[src/rtl/mem_access_sequencer_if.sv]
// mem_access_sequencer_if: pipeline control fields and data-memory bus of the MEM-stage sequencer
interface mem_access_sequencer_if;
    logic        start;
    logic        mem_read;
    logic        mem_write;
    logic        mem_indirect;
    logic        byte_access;
    logic [15:0] addr_in;
    logic [15:0] wdata_in;
    logic [15:0] dmem_address;
    logic        dmem_read;
    logic        dmem_write;
    logic [1:0]  dmem_byte_enable;
    logic [15:0] dmem_wdata;
    logic [15:0] dmem_rdata;
    logic        dmem_resp;
    logic [15:0] rdata_out;
    logic        stall;
    logic        done;
    logic        err;
    modport master (
        output start, mem_read, mem_write, mem_indirect, byte_access, addr_in, wdata_in,
        output dmem_rdata, dmem_resp,
        input  dmem_address, dmem_read, dmem_write, dmem_byte_enable, dmem_wdata,
        input  rdata_out, stall, done, err
    );
    modport slave (
        input  start, mem_read, mem_write, mem_indirect, byte_access, addr_in, wdata_in,
        input  dmem_rdata, dmem_resp,
        output dmem_address, dmem_read, dmem_write, dmem_byte_enable, dmem_wdata,
        output rdata_out, stall, done, err
    );
endinterface

[src/rtl/mem_access_sequencer.sv]
// mem_access_sequencer: LC-3b MEM-stage D-cache sequencer for word, byte and indirect accesses.
// Define MEM_SEQ_TIMEOUT_EN to abort an access after TIMEOUT cycles without dmem_resp.
module mem_access_sequencer #(
    parameter int TIMEOUT = 255
) (
    input logic clk,
    input logic rst_n,
    mem_access_sequencer_if.slave bus
);
    localparam logic [1:0] IDLE = 2'd0, PTR = 2'd1, ACC = 2'd2, DONE = 2'd3;
    logic [1:0] state;
    logic       wr;
    logic       bsel;
    logic       lsb;
    logic       access;
    logic       strobe;
    logic       hit;
    logic       expire;
    logic [7:0] byte_val;
    assign access   = bus.start & (bus.mem_read | bus.mem_write);
    assign strobe   = bus.dmem_read | bus.dmem_write;
    assign hit      = strobe & bus.dmem_resp;
    assign byte_val = lsb ? bus.dmem_rdata[15:8] : bus.dmem_rdata[7:0];
    assign bus.stall = rst_n & ((state == IDLE & access) | state == PTR | state == ACC);
    assign bus.done  = state == DONE;
`ifdef MEM_SEQ_TIMEOUT_EN
    localparam int CW = $clog2(TIMEOUT + 1);
    logic [CW-1:0] cnt;
    logic          err_q;
    assign expire  = strobe & ~bus.dmem_resp & (cnt == CW'(TIMEOUT - 1));
    assign bus.err = err_q;
    // strobes are only ever high in PTR/ACC, so counting strobe cycles is the wait time
    always_ff @(posedge clk or negedge rst_n)
        if (!rst_n) begin
            cnt   <= '0;
            err_q <= 1'b0;
        end else begin
            cnt   <= strobe & ~expire ? cnt + 1'b1 : '0;
            err_q <= expire;
        end
`else
    assign expire  = 1'b0;
    assign bus.err = 1'b0;
`endif
    always_ff @(posedge clk or negedge rst_n)
        if (!rst_n) begin
            state                <= IDLE;
            wr                   <= 1'b0;
            bsel                 <= 1'b0;
            lsb                  <= 1'b0;
            bus.dmem_address     <= '0;
            bus.dmem_read        <= 1'b0;
            bus.dmem_write       <= 1'b0;
            bus.dmem_byte_enable <= '0;
            bus.dmem_wdata       <= '0;
            bus.rdata_out        <= '0;
        end else begin
            case (state)
                IDLE: if (access) begin
                    wr                   <= ~bus.mem_read;
                    bsel                 <= bus.byte_access & ~bus.mem_indirect;
                    lsb                  <= bus.addr_in[0];
                    bus.dmem_address     <= {bus.addr_in[15:1], 1'b0};
                    bus.dmem_wdata       <= bus.byte_access & ~bus.mem_indirect ? {2{bus.wdata_in[7:0]}} : bus.wdata_in;
                    bus.dmem_byte_enable <= bus.mem_read ? 2'b00 :
                                            ~(bus.byte_access & ~bus.mem_indirect) ? 2'b11 :
                                            bus.addr_in[0] ? 2'b10 : 2'b01;
                    bus.dmem_read        <= bus.mem_read | bus.mem_indirect;
                    bus.dmem_write       <= ~bus.mem_read & ~bus.mem_indirect;
                    state                <= bus.mem_indirect ? PTR : ACC;
                end
                PTR: if (expire) begin
                    bus.dmem_read <= 1'b0;
                    bus.rdata_out <= '0;
                    state         <= DONE;
                end else if (hit) begin
                    bus.dmem_read    <= 1'b0;
                    bus.dmem_address <= {bus.dmem_rdata[15:1], 1'b0};
                    state            <= ACC;
                end
                // ACC entered from PTR starts with the strobe low for the mandated one-cycle gap
                ACC: if (expire) begin
                    bus.dmem_read  <= 1'b0;
                    bus.dmem_write <= 1'b0;
                    bus.rdata_out  <= '0;
                    state          <= DONE;
                end else if (!strobe) begin
                    bus.dmem_read  <= ~wr;
                    bus.dmem_write <= wr;
                end else if (hit) begin
                    bus.dmem_read  <= 1'b0;
                    bus.dmem_write <= 1'b0;
                    if (!wr)
                        bus.rdata_out <= bsel ? {{8{byte_val[7]}}, byte_val} : bus.dmem_rdata;
                    state <= DONE;
                end
                default: state <= IDLE;
            endcase
        end
endmodule
[src/flat_wrapper.sv]
// flat-port wrapper written by rule: the top's interface ports become plain ports
module mem_access_sequencer_flat 
#(
    parameter int TIMEOUT = 255
)
  (clk, rst_n, bus_start, bus_mem_read, bus_mem_write, bus_mem_indirect, bus_byte_access, bus_addr_in, bus_wdata_in, bus_dmem_rdata, bus_dmem_resp, bus_dmem_address, bus_dmem_read, bus_dmem_write, bus_dmem_byte_enable, bus_dmem_wdata, bus_rdata_out, bus_stall, bus_done, bus_err);
  mem_access_sequencer_if bus_i ();
  input logic clk;
  input logic rst_n;
  input wire logic [$bits(bus_i.start)-1:0] bus_start;
  input wire logic [$bits(bus_i.mem_read)-1:0] bus_mem_read;
  input wire logic [$bits(bus_i.mem_write)-1:0] bus_mem_write;
  input wire logic [$bits(bus_i.mem_indirect)-1:0] bus_mem_indirect;
  input wire logic [$bits(bus_i.byte_access)-1:0] bus_byte_access;
  input wire logic [$bits(bus_i.addr_in)-1:0] bus_addr_in;
  input wire logic [$bits(bus_i.wdata_in)-1:0] bus_wdata_in;
  input wire logic [$bits(bus_i.dmem_rdata)-1:0] bus_dmem_rdata;
  input wire logic [$bits(bus_i.dmem_resp)-1:0] bus_dmem_resp;
  output wire logic [$bits(bus_i.dmem_address)-1:0] bus_dmem_address;
  output wire logic [$bits(bus_i.dmem_read)-1:0] bus_dmem_read;
  output wire logic [$bits(bus_i.dmem_write)-1:0] bus_dmem_write;
  output wire logic [$bits(bus_i.dmem_byte_enable)-1:0] bus_dmem_byte_enable;
  output wire logic [$bits(bus_i.dmem_wdata)-1:0] bus_dmem_wdata;
  output wire logic [$bits(bus_i.rdata_out)-1:0] bus_rdata_out;
  output wire logic [$bits(bus_i.stall)-1:0] bus_stall;
  output wire logic [$bits(bus_i.done)-1:0] bus_done;
  output wire logic [$bits(bus_i.err)-1:0] bus_err;
  assign bus_i.start = bus_start;
  assign bus_i.mem_read = bus_mem_read;
  assign bus_i.mem_write = bus_mem_write;
  assign bus_i.mem_indirect = bus_mem_indirect;
  assign bus_i.byte_access = bus_byte_access;
  assign bus_i.addr_in = bus_addr_in;
  assign bus_i.wdata_in = bus_wdata_in;
  assign bus_i.dmem_rdata = bus_dmem_rdata;
  assign bus_i.dmem_resp = bus_dmem_resp;
  assign bus_dmem_address = bus_i.dmem_address;
  assign bus_dmem_read = bus_i.dmem_read;
  assign bus_dmem_write = bus_i.dmem_write;
  assign bus_dmem_byte_enable = bus_i.dmem_byte_enable;
  assign bus_dmem_wdata = bus_i.dmem_wdata;
  assign bus_rdata_out = bus_i.rdata_out;
  assign bus_stall = bus_i.stall;
  assign bus_done = bus_i.done;
  assign bus_err = bus_i.err;
  mem_access_sequencer #(.TIMEOUT(TIMEOUT)) u_core (.clk(clk), .rst_n(rst_n), .bus(bus_i));
endmodule
[config.mk]
export PLATFORM = sky130hd
export DESIGN_NAME = mem_access_sequencer_flat
export DESIGN_NICKNAME = d
export VERILOG_FILES = /design/src/rtl/mem_access_sequencer_if.sv /design/src/rtl/mem_access_sequencer.sv /design/src/flat_wrapper.sv
export SDC_FILE = /design/constraint.sdc
export NUM_CORES = 1
export LEC_CHECK = 0
export CORE_UTILIZATION = 40
export DETAILED_ROUTE_END_ITERATION = 10
export PLACE_DENSITY = 0.77
export SLEW_MARGIN = 20
export SYNTH_ARGS = -nofsm -noshare
export SYNTH_HDL_FRONTEND = slang
export SYNTH_SLANG_ARGS = --single-unit
[constraint.sdc]
create_clock -name clk -period 2.7 [get_ports clk]
set_input_delay 0.54 -clock clk [delete_from_list [all_inputs] [get_ports clk]]
set_output_delay 0.54 -clock clk [all_outputs]
set_load 0.1 [all_outputs]
Word-level counts from Yosys, hierarchy flattened --
Index checks and enable logic that the tools add are counted.
Storage, ports and cells: register bits after elaboration 57, bits of input ports 56, output and inout bits 55, logic and storage cells 65
Cells by class: equal/unequal tests 8, multiplexer cells 23, bitwise logic cells 14, reductions and logical operators 10
Operator list (count):
- two-way mux 16 bit | 4
- one-hot mux 16 bit (2 select lines) | 1
- two-way mux 2 bit | 8
- two-way mux 8 bit | 1
- inequality test 2 x 1 -> 1 bit, second input constant | 4
- AND reduction 4 bit | 2
- AND 1 bit | 6
- two-way mux 1 bit | 6
- one-hot mux 2 bit (3 select lines) | 1
- AND reduction 3 bit | 2
- bitwise OR 1 bit | 5
- equality test 2 bit, second input constant | 2
- AND reduction 2 bit | 2
- nonzero test 2 bit | 2
- inequality test 3 bit, second input constant | 1
- inverter 1 bit | 3
- one-hot mux 1 bit (3 select lines) | 1
- nonzero test 3 bit | 1
- equality test 2 x 1 -> 1 bit, second input constant | 1
- zero test 2 bit | 1
- one-hot mux 1 bit (2 select lines) | 1

Depth between registers and ports, before layout --
Gate-level depths: netlist (run 1).
depth after elaboration 6, depth in mapped cells 8, mapped depth without buffers 6

Least setup slack after synthesis (run 1) --
OpenSTA, ideal clock, no wires.
path kind reg-to-output, from reg u_core.state[0], to out bus_stall, data arrival time 3.262 ns, data required time 2.160 ns, setup slack -1.102 ns, stages on the path, launching flop included 6, buffers on the path 1, path through dfrtp_1 inv_1 ha_1 nand2_4 buf_2 a21boi_0
On the way: word-level cells in the longest chain between the ends 5, elaborated cells between the ends (all ways) 7, those cells by class 2 x eq/ne; 4 x bitwise; 1 x reduce/logical
Ends and longest elaborated chain:
- start, declared | line mem_access_sequencer.sv:11 | logic [1:0] state;
- start signal, assigned | line mem_access_sequencer.sv:70 | state <= bus.mem_indirect ? PTR : ACC;
- zero test 2 bit | line mem_access_sequencer.sv:24 | assign bus.stall = rst_n & ((state == IDLE & access) | state == PTR | state == ACC);
- AND 1 bit | line mem_access_sequencer.sv:24
- bitwise OR 1 bit | line mem_access_sequencer.sv:24
- bitwise OR 1 bit * | line mem_access_sequencer.sv:24
- AND 1 bit * | line mem_access_sequencer.sv:24
- end, declared | line flat_wrapper.sv:25 | output wire logic [$bits(bus_i.stall)-1:0] bus_stall;
Mark *: on every way between the ends. The rest lies on a longest branch, timed or not.

Final worst setup path (run 1) --
from reg u_core.state[1], to out bus_stall
The elaborated chain is that of the path after synthesis.

==> results of run 1 <==
[cell usage after synthesis, types with 2 or more instances]
library cell	count
sky130_fd_sc_hd__o21ai_0	27
sky130_fd_sc_hd__a21oi_1	25
sky130_fd_sc_hd__nor2_1	19
sky130_fd_sc_hd__nor2b_1	2
sky130_fd_sc_hd__buf_2	4
sky130_fd_sc_hd__ha_1	4
sky130_fd_sc_hd__nor3_1	2
sky130_fd_sc_hd__mux2i_1	32
sky130_fd_sc_hd__inv_1	7
sky130_fd_sc_hd__o31ai_1	3
sky130_fd_sc_hd__clkbuf_1	3
sky130_fd_sc_hd__buf_4	5
sky130_fd_sc_hd__nand2_1	35
sky130_fd_sc_hd__mux2_2	6
sky130_fd_sc_hd__dfrtp_1	56
sky130_fd_sc_hd__mux2_4	3
[cell type report]
cell class	count	area (µm²)	area share [%]
tap	77	96.34	2.541
clock inverter	2	13.76	0.3630
clock buffer	6	82.58	2.178
inverter	8	30.03	0.7921
sequential	56	1401	36.96
timing repair buffer	113	993.5	26.20
multi-input combinational	181	1174	30.96
[flip-flops by register name (all words and copies together), names as in the netlist]
name / count
u_core.bus.dmem_write: 1
u_core.bus.dmem_byte_enable: 2
u_core.bus.dmem_wdata: 16
u_core.state: 2
u_core.wr: 1
u_core.bus.dmem_read: 1
u_core.lsb: 1
u_core.bus.rdata_out: 16
u_core.bsel: 1
u_core.bus.dmem_address: 15
[worst max-delay path: cells and delay by family, from the launching register on]
| kind | cells | cell delay (ns) |
|---|---|---|
| simple gates | 1 | 0.19 |
| fa+ha+maj | 1 | 0.38 |
| flops | 1 | 0.45 |
| buf+inv | 2 | 0.31 |
| compound gates | 1 | 0.21 |
[through the flow]
| step | instances | area (µm²) | hold slack [ns] | worst slack (ns) |
|---|---|---|---|---|
| 2_1_floorplan | 258 | 2685 | 0.2444 | 0.1626 |
| 3_3_place_gp | 435 | 3695 | 0.4646 | 0.3753 |
| 3_5_place_dp | 435 | 3695 | 0.4718 | 0.3478 |
| 4_1_cts | 443 | 3791 | 0.4139 | 0.2917 |
| 5_1_grt | 443 | 3791 | 0.4344 | 0.1808 |
| 6_report | 443 | 3791 | 0.3642 | 0.3146 |
[kinds of logic (layout without fill, tap and decap cells)]
family | Yosys count | after routing | synth area share (%)
AOI/OAI and AO/OA | 70 | 70 | 15.33
and+or+nand+nor | 64 | 64 | 10.05
DFF | 56 | 56 | 52.34
muxes | 41 | 41 | 16.17
buffers and inverters | 21 | 129 | 4.112
adders and majority gates | 4 | 4 | 1.869
other | 1 | 2 | 0.1401
[per-layer routing]
metal | up-vias | global-route usage, %
met1 | 1064 | 25.39
li1 | 1110 | -
met4 | 0 | 5.956
met3 | 11 | 3.462
met5 | - | 0
met2 | 54 | 34.80
[placed cells by master (no fill, tap or decap), types with 2 or more instances in the layout]
| cell type | n |
|---|---|
| sky130_fd_sc_hd__clkbuf_8 | 6 |
| sky130_fd_sc_hd__o21ai_0 | 27 |
| sky130_fd_sc_hd__mux2i_1 | 32 |
| sky130_fd_sc_hd__a21oi_1 | 25 |
| sky130_fd_sc_hd__nand2_1 | 35 |
| sky130_fd_sc_hd__dfrtp_1 | 56 |
| sky130_fd_sc_hd__mux2_4 | 3 |
| sky130_fd_sc_hd__inv_1 | 7 |
| sky130_fd_sc_hd__nor2b_1 | 2 |
| sky130_fd_sc_hd__buf_4 | 57 |
| sky130_fd_sc_hd__mux2_2 | 6 |
| sky130_fd_sc_hd__nor2_1 | 19 |
| sky130_fd_sc_hd__ha_1 | 4 |
| sky130_fd_sc_hd__conb_1 | 2 |
| sky130_fd_sc_hd__o31ai_1 | 3 |
| sky130_fd_sc_hd__nor3_1 | 2 |
| sky130_fd_sc_hd__clkdlybuf4s50_1 | 54 |
[worst max-delay path by stage]
stage | startpoint | end | cells past startpoint
4_1_cts | u_core.state[1] | bus_stall | 5
3_5_place_dp | bus_mem_read | bus_stall | 5
2_1_floorplan | u_core.state[0] | bus_stall | 5
5_1_grt | u_core.state[1] | bus_stall | 5
6_report | u_core.state[1] | bus_stall | 5
3_3_place_gp | bus_mem_read | bus_stall | 5
==> results list, run 1 <==
- After detailed routing, the number of remaining DRC violations is 8.
- TritonCTS built the clock tree.
- First drt pass iteration count: 9
- Measured against its own limit, the worst slew margin works out to 52.67%.
* Cts repair resizes: 0
- Share of the synthesized area in the top cell type: 52.34%
* Estimated wirelength of the detail-placed design: between 5000 and 6000 µm
- Critical path fanouts, max: 7
* Class of the most critical setup path: reg2out
- Global-route usage over all layers: between 10% and 20%
- Async SR Flop Fraction: 100.0%
* Sequential fraction of the synthesis area: ~52%
* Syn Std Cell Area: between 2000 and 3000 µm²
* Met2 WL: 3489 µm
- The initial utilization of the core area, before any placement, comes to 41.69%.
- Req. time, crit path: roughly 2.2 ns
* Cell depth of the worst flop-to-flop path: 7
- Layout cell share with drive strength beyond 1: 22.95%
- For this block, the via count after detailed routing is 2239.
- Slew Limit Fails: 0
- In this run, the number of DRC markers left after iteration 0 of detailed routing was around 100.
* Final standard cell utilization of the core: 59.03%
- Violations in the final reports: design-rule violations
* Distinct cells, synth: 40
* Final Critical Period: 2.385 ns
* Wire length of the first global-routing pass: 11180 µm
- Yosys printed 0 warnings.
* Detailed route wirelength on metal3: 235 µm
- Synth Flop Type: sky130_fd_sc_hd__dfrtp_1
- Number of setup violations in the final report: 0
* Total die area: 7025 µm²
* Result of the run: finished, violations left
- Counting flops with a built-in enable in the synthesized netlist gives 0.
- Uppermost routed layer: met4
* DR WL/cell: 15.16 µm
- Length of routed wiring on met1: 2869 µm
- Synthesis handed over a netlist of 257 instances.
- In the routed layout, each cell is associated on average with a via count of around 5.1.
- Across the routed clock network, the largest skew measured is slightly above 0.006 ns.
* Final period util: approximately 90%
- The average instance in the mapped netlist occupies 10.42 µm².
- Postcts setup bufs: 0
- Traced cell by cell, the critical path runs through inv_1 -> ha_1 -> nor2_1 -> a21boi_2 -> buf_12.
* Placer Congestion: 0.8116
* Syn-to-layout area delta: 41.59%
- Post-CTS Hold Fix Bufs: 0
- STA classifies the critical path startpoint as a flop.
- The path class of the tightest hold or removal check is in2async.
- RSZ-0062 raised after global routing: false
- Buffer levels on the longest clock path: 2
- Clock Sink Count: between 50 and 60
- The core region is around 6400 µm².
- Total count of hold-check failures in the final report: 0
- For this design, the slowest cell found on the critical path is sky130_fd_sc_hd__dfrtp_1.
- Fill cells in the final layout number 560.
- Top-level port count: between 100 and 150
- Clk Latency, worst-skew pair: 0.30 ns
* Die Span X: 83.82 µm
* Count of antenna diodes in the layout: 0
- The total overflow left after global routing is 0.
- The number of global-route vias before repair came to 2287.
- Net count reported at finish: 425
- The endpoint identified for the worst register-to-register timing path is u_core.bus.dmem_address[8].
- For the worst setup path, the data arrival time is 1.85 ns.
* Maximum capacitance violations: 0
- Antenna violations before repair: 0
* Antenna violation net count after detailed routing: 0
* Pin count of the biggest net entering global routing: 57
- Worst stage delay on the critical path: 0.45 ns
- Number of clock buffers inserted by TritonCTS: 5
- Clock-pin slew on the worst setup and hold paths: 0.10 ns
- Derived from the worst setup path, the maximum achievable clock frequency is 0.4192 GHz.
- Vertical extent of the die: around 84 µm
* Root buffer selected by CTS: sky130_fd_sc_hd__clkbuf_8
- Worst reg2reg setup slack: ~0.8 ns
- Fin Setup TNS: 0 ns
- Counting flops and latches in the post-synthesis netlist gives between 50 and 60.
- For the pin with the worst max-slew slack, the measured transition is 0.7099 ns.
- H-tree level count: 2
* Most area-hungry cell type in the Yosys netlist: sky130_fd_sc_hd__dfrtp_1
* Std-Cell Rows: 29
- Total wire length after detailed routing: 6717 µm
* Count of buffers from port buffering: 108
- Top cells by area in the synthesized netlist: sky130_fd_sc_hd__dfrtp_1 52%, sky130_fd_sc_hd__mux2i_1 12%, sky130_fd_sc_hd__o21ai_0 5.0%, sky130_fd_sc_hd__nand2_1 4.9%, sky130_fd_sc_hd__a21oi_1 4.7%
- Type of destination of the critical path: output pin
- The worst register-to-register path begins at u_core.state[1].
Power of run 1 is left out: the tool's default activity adds up to more than one toggle a clock period on the data nets, which glitch-free logic cannot reach.
==> inputs of run 2 (changes only) <==
--- a/config.mk
+++ b/config.mk
@@ -7,2 +7,3 @@
 export LEC_CHECK = 0
+export CORE_MARGIN = 5
 export CORE_UTILIZATION = 40
==> constraint.sdc (replaced) <==
create_clock -name clk -period 2.7 [get_ports clk]
set_input_delay 0.405 -clock clk [delete_from_list [all_inputs] [get_ports clk]]
set_output_delay 0.405 -clock clk [all_outputs]
set_load 0.1 [all_outputs]
==> run 2 against run 1 <==
  * The flow now finishes without violations
  * Flip-flop and latch count is the same
  * Register-to-register slack lost 0.02 ns
  * Clock-buffer cell count grew 1
  * First-iteration DRC count shrank 1.9%
  * Worst setup slack gained 0.17 ns
  * Clock skew is essentially flat
  * Critical path type unchanged
  * Critical endpoint unchanged
  * Highest routed layer unchanged
==> results list, run 2 (synthesized netlist as in run 1, its figures left out) <==
* Most used cells in the layout excluding fill and tap cells: 57 x sky130_fd_sc_hd__buf_4, 56 x sky130_fd_sc_hd__dfrtp_1, 54 x sky130_fd_sc_hd__clkdlybuf4s50_1
- Largest regs: u_core.bus.dmem_wdata x16, u_core.bus.rdata_out x16, u_core.bus.dmem_address x15
* Net count reported at finish: 425 (unchanged)
- Count of buffers from port buffering: 108 (unchanged)
- The first-pass iteration count of the detailed router came to 5 (-4).
* Startpoint kind of the worst setup timing path: flop
* Final Critical Period: 2.211 ns (-0.1746 ns)
- The proportion of layout cells with a drive suffix above 1 is 22.68% (-0.27 points).
- Clock Sink Count: 56 (unchanged)
- The data arrival time of the critical path came to 1.81 ns (-0.04 ns).
- Starting utilization of the core area: 41.69% (unchanged)
- In this run the worst hold path is classified as in2async.
- In this run the critical register-to-register path is launched from u_core.state[1].
* Total count of hold-check failures in the final report: 0 (unchanged)
- The number of core rows was 29 (unchanged).
- Count of antenna diodes in the layout: 0 (unchanged)
- Root buffer selected by CTS: sky130_fd_sc_hd__clkbuf_8
* Highest achievable clock rate: 0.4523 GHz (+7.9%)
- Total die area: 8430 µm² (+20%)
- Detailed-route DRC error count: 0 (-8)
- Fin Setup TNS: 0 ns (unchanged)
- Post-route setup slack: 0.4892 ns (+0.1746 ns)
- Postcts setup bufs: 0 (unchanged)
- Total congestion overflow after global routing: 0 (unchanged)
- The critical path in this run is classified as reg2out.
- Placer Congestion: 0.8812 (+8.6%)
- Buffer levels on the longest clock path: 2 (unchanged)
- The total length of routed wires came to 7044 µm (+4.9%).
- Tightest slew margin relative to the limit: 52.60% (-0.074 points)
* Cts repair resizes: 0 (unchanged)
- The data required time of the critical path was 2.30 ns (+0.14 ns).
- The run finished with clean final reports.
* Global-route usage over all layers: 17.27% (-2.7 points)
- The number of global-route vias before repair was 2322 (+1.5%).
- The number of placed I/O pins was 111 (unchanged).
- Post-CTS Hold Fix Bufs: 0 (unchanged)
* Clock-pin slew on the worst setup and hold paths: 0.10 ns (about the same)
- The initial antenna violation count was 0 (unchanged).
* RSZ-0062 raised after global routing: false
- The post-placement setup slack came to 0.5368 ns (+0.1890 ns).
- Maximum capacitance violations: 0 (unchanged)
* Placed cells: 435 (unchanged)
* Slew of the pin with the lowest slew margin: 0.7110 ns (+0.001107 ns)
- DR WL/cell: 15.90 µm (+4.9%)
* Initial DRC count: 101 (-1.9%)
- Cell depth of the worst flop-to-flop path: 8 (+1)
* Average via count per standard cell: 5.102 (+0.94%)
- H-tree level count: 2 (unchanged)
- The number of buffers added by the clock tree synthesis step was 5 (unchanged).
* Die Span X: 91.82 µm (+9.5%)
- Estimated wirelength of the detail-placed design: 5413 µm (+6.5%)
- CTS tree: done
- Placeable core area: 6422 µm² (unchanged)
* Syn-to-layout area delta: 41.50% (about the same)
- The largest net degree at the start of global routing came to 57 (unchanged).
- The clock insertion delay at the later pin of the skew report came to 0.31 ns (about the same).
* Critical path fanouts, max: 7 (unchanged)
- End of the worst register-to-register path: u_core.bus.dmem_address[8]
* Vertical extent of the die: 91.82 µm (+9.5%)
- Leaving out fill and tap cells, the most frequent cell in the layout is sky130_fd_sc_hd__buf_4.
- The via count is 2260 (+0.94%).
* Count of placed standard cells in the final layout, fillers left out: 443 (unchanged)
- The residual antenna-violating net count after detailed routing is 0 (unchanged).
- The number of endpoints failing setup at the final stage came to 0 (unchanged).
* Slew Limit Fails: 0 (unchanged)
- The final cycle utilization of the critical path is 81.88% (-6.5 points).
- Worst reg2reg setup slack: 0.79 ns (-0.02 ns)
- The final clock skew was 0.006557 ns (+0.0004718 ns).
* Type of destination of the critical path: output pin
* Wire length of the first global-routing pass: 11780 µm (+5.3%)
## run 2: worst max-delay path by stage
stage	from	end	slack (ns)	depth (start not counted)
after floorplan	u_core.state[0]	bus_stall	0.30	5
after global placement	bus_mem_read	u_core.bus.dmem_wdata[3]	0.59	5
after detailed placement	bus_mem_read	u_core.bus.dmem_wdata[0]	0.54	5
after CTS	u_core.state[0]	bus_stall	0.49	5
after global routing	u_core.state[0]	bus_stall	0.35	5
final	u_core.state[0]	bus_stall	0.49	5
## run 2: layout make-up
type,instances,area (µm²)
fill,549,2634
multi-input combinational,181,1174
clock buffer,7,86.33
tap,77,96.34
clock inverter,1,7.507
inverter,8,30.03
timing repair buffer,113,993.5
sequential,56,1401
## run 2: stage by stage
| step | cell area (µm²) | util (%) | hold WS, ns |
|---|---|---|---|
| 3_5_place_dp | 3695 | 57.53 | 0.4718 |
| 4_1_cts | 3789 | 58.99 | 0.2748 |
| 3_3_place_gp | 3695 | 57.53 | 0.4645 |
| 6_report | 3789 | 58.99 | 0.2347 |
| 2_1_floorplan | 2685 | - | 0.1094 |
| 5_1_grt | 3789 | 58.99 | 0.3173 |
## run 2: layer usage
layer / wire (µm) / track usage (%) / vias up / share of wire, %
met3: 278 / 3.191 / 17 / 3.9
li1: - / - / 1110 / -
met2: 3669 / 30.19 / 57 / 52
met5: 0 / 0 / - / 0
met1: 2905 / 21.29 / 1076 / 41
met4: 190 / 6.312 / 0 / 2.7
## run 2: worst max-delay path, stage by stage (launching register included)
cell and delay, ns:
sky130_fd_sc_hd__dfrtp_1 0.47, sky130_fd_sc_hd__inv_1 0.09, sky130_fd_sc_hd__ha_1 0.27, sky130_fd_sc_hd__nor2_1 0.35, sky130_fd_sc_hd__a21boi_2 0.13, sky130_fd_sc_hd__buf_12 0.18
Power of run 2 is left out for the same reason.
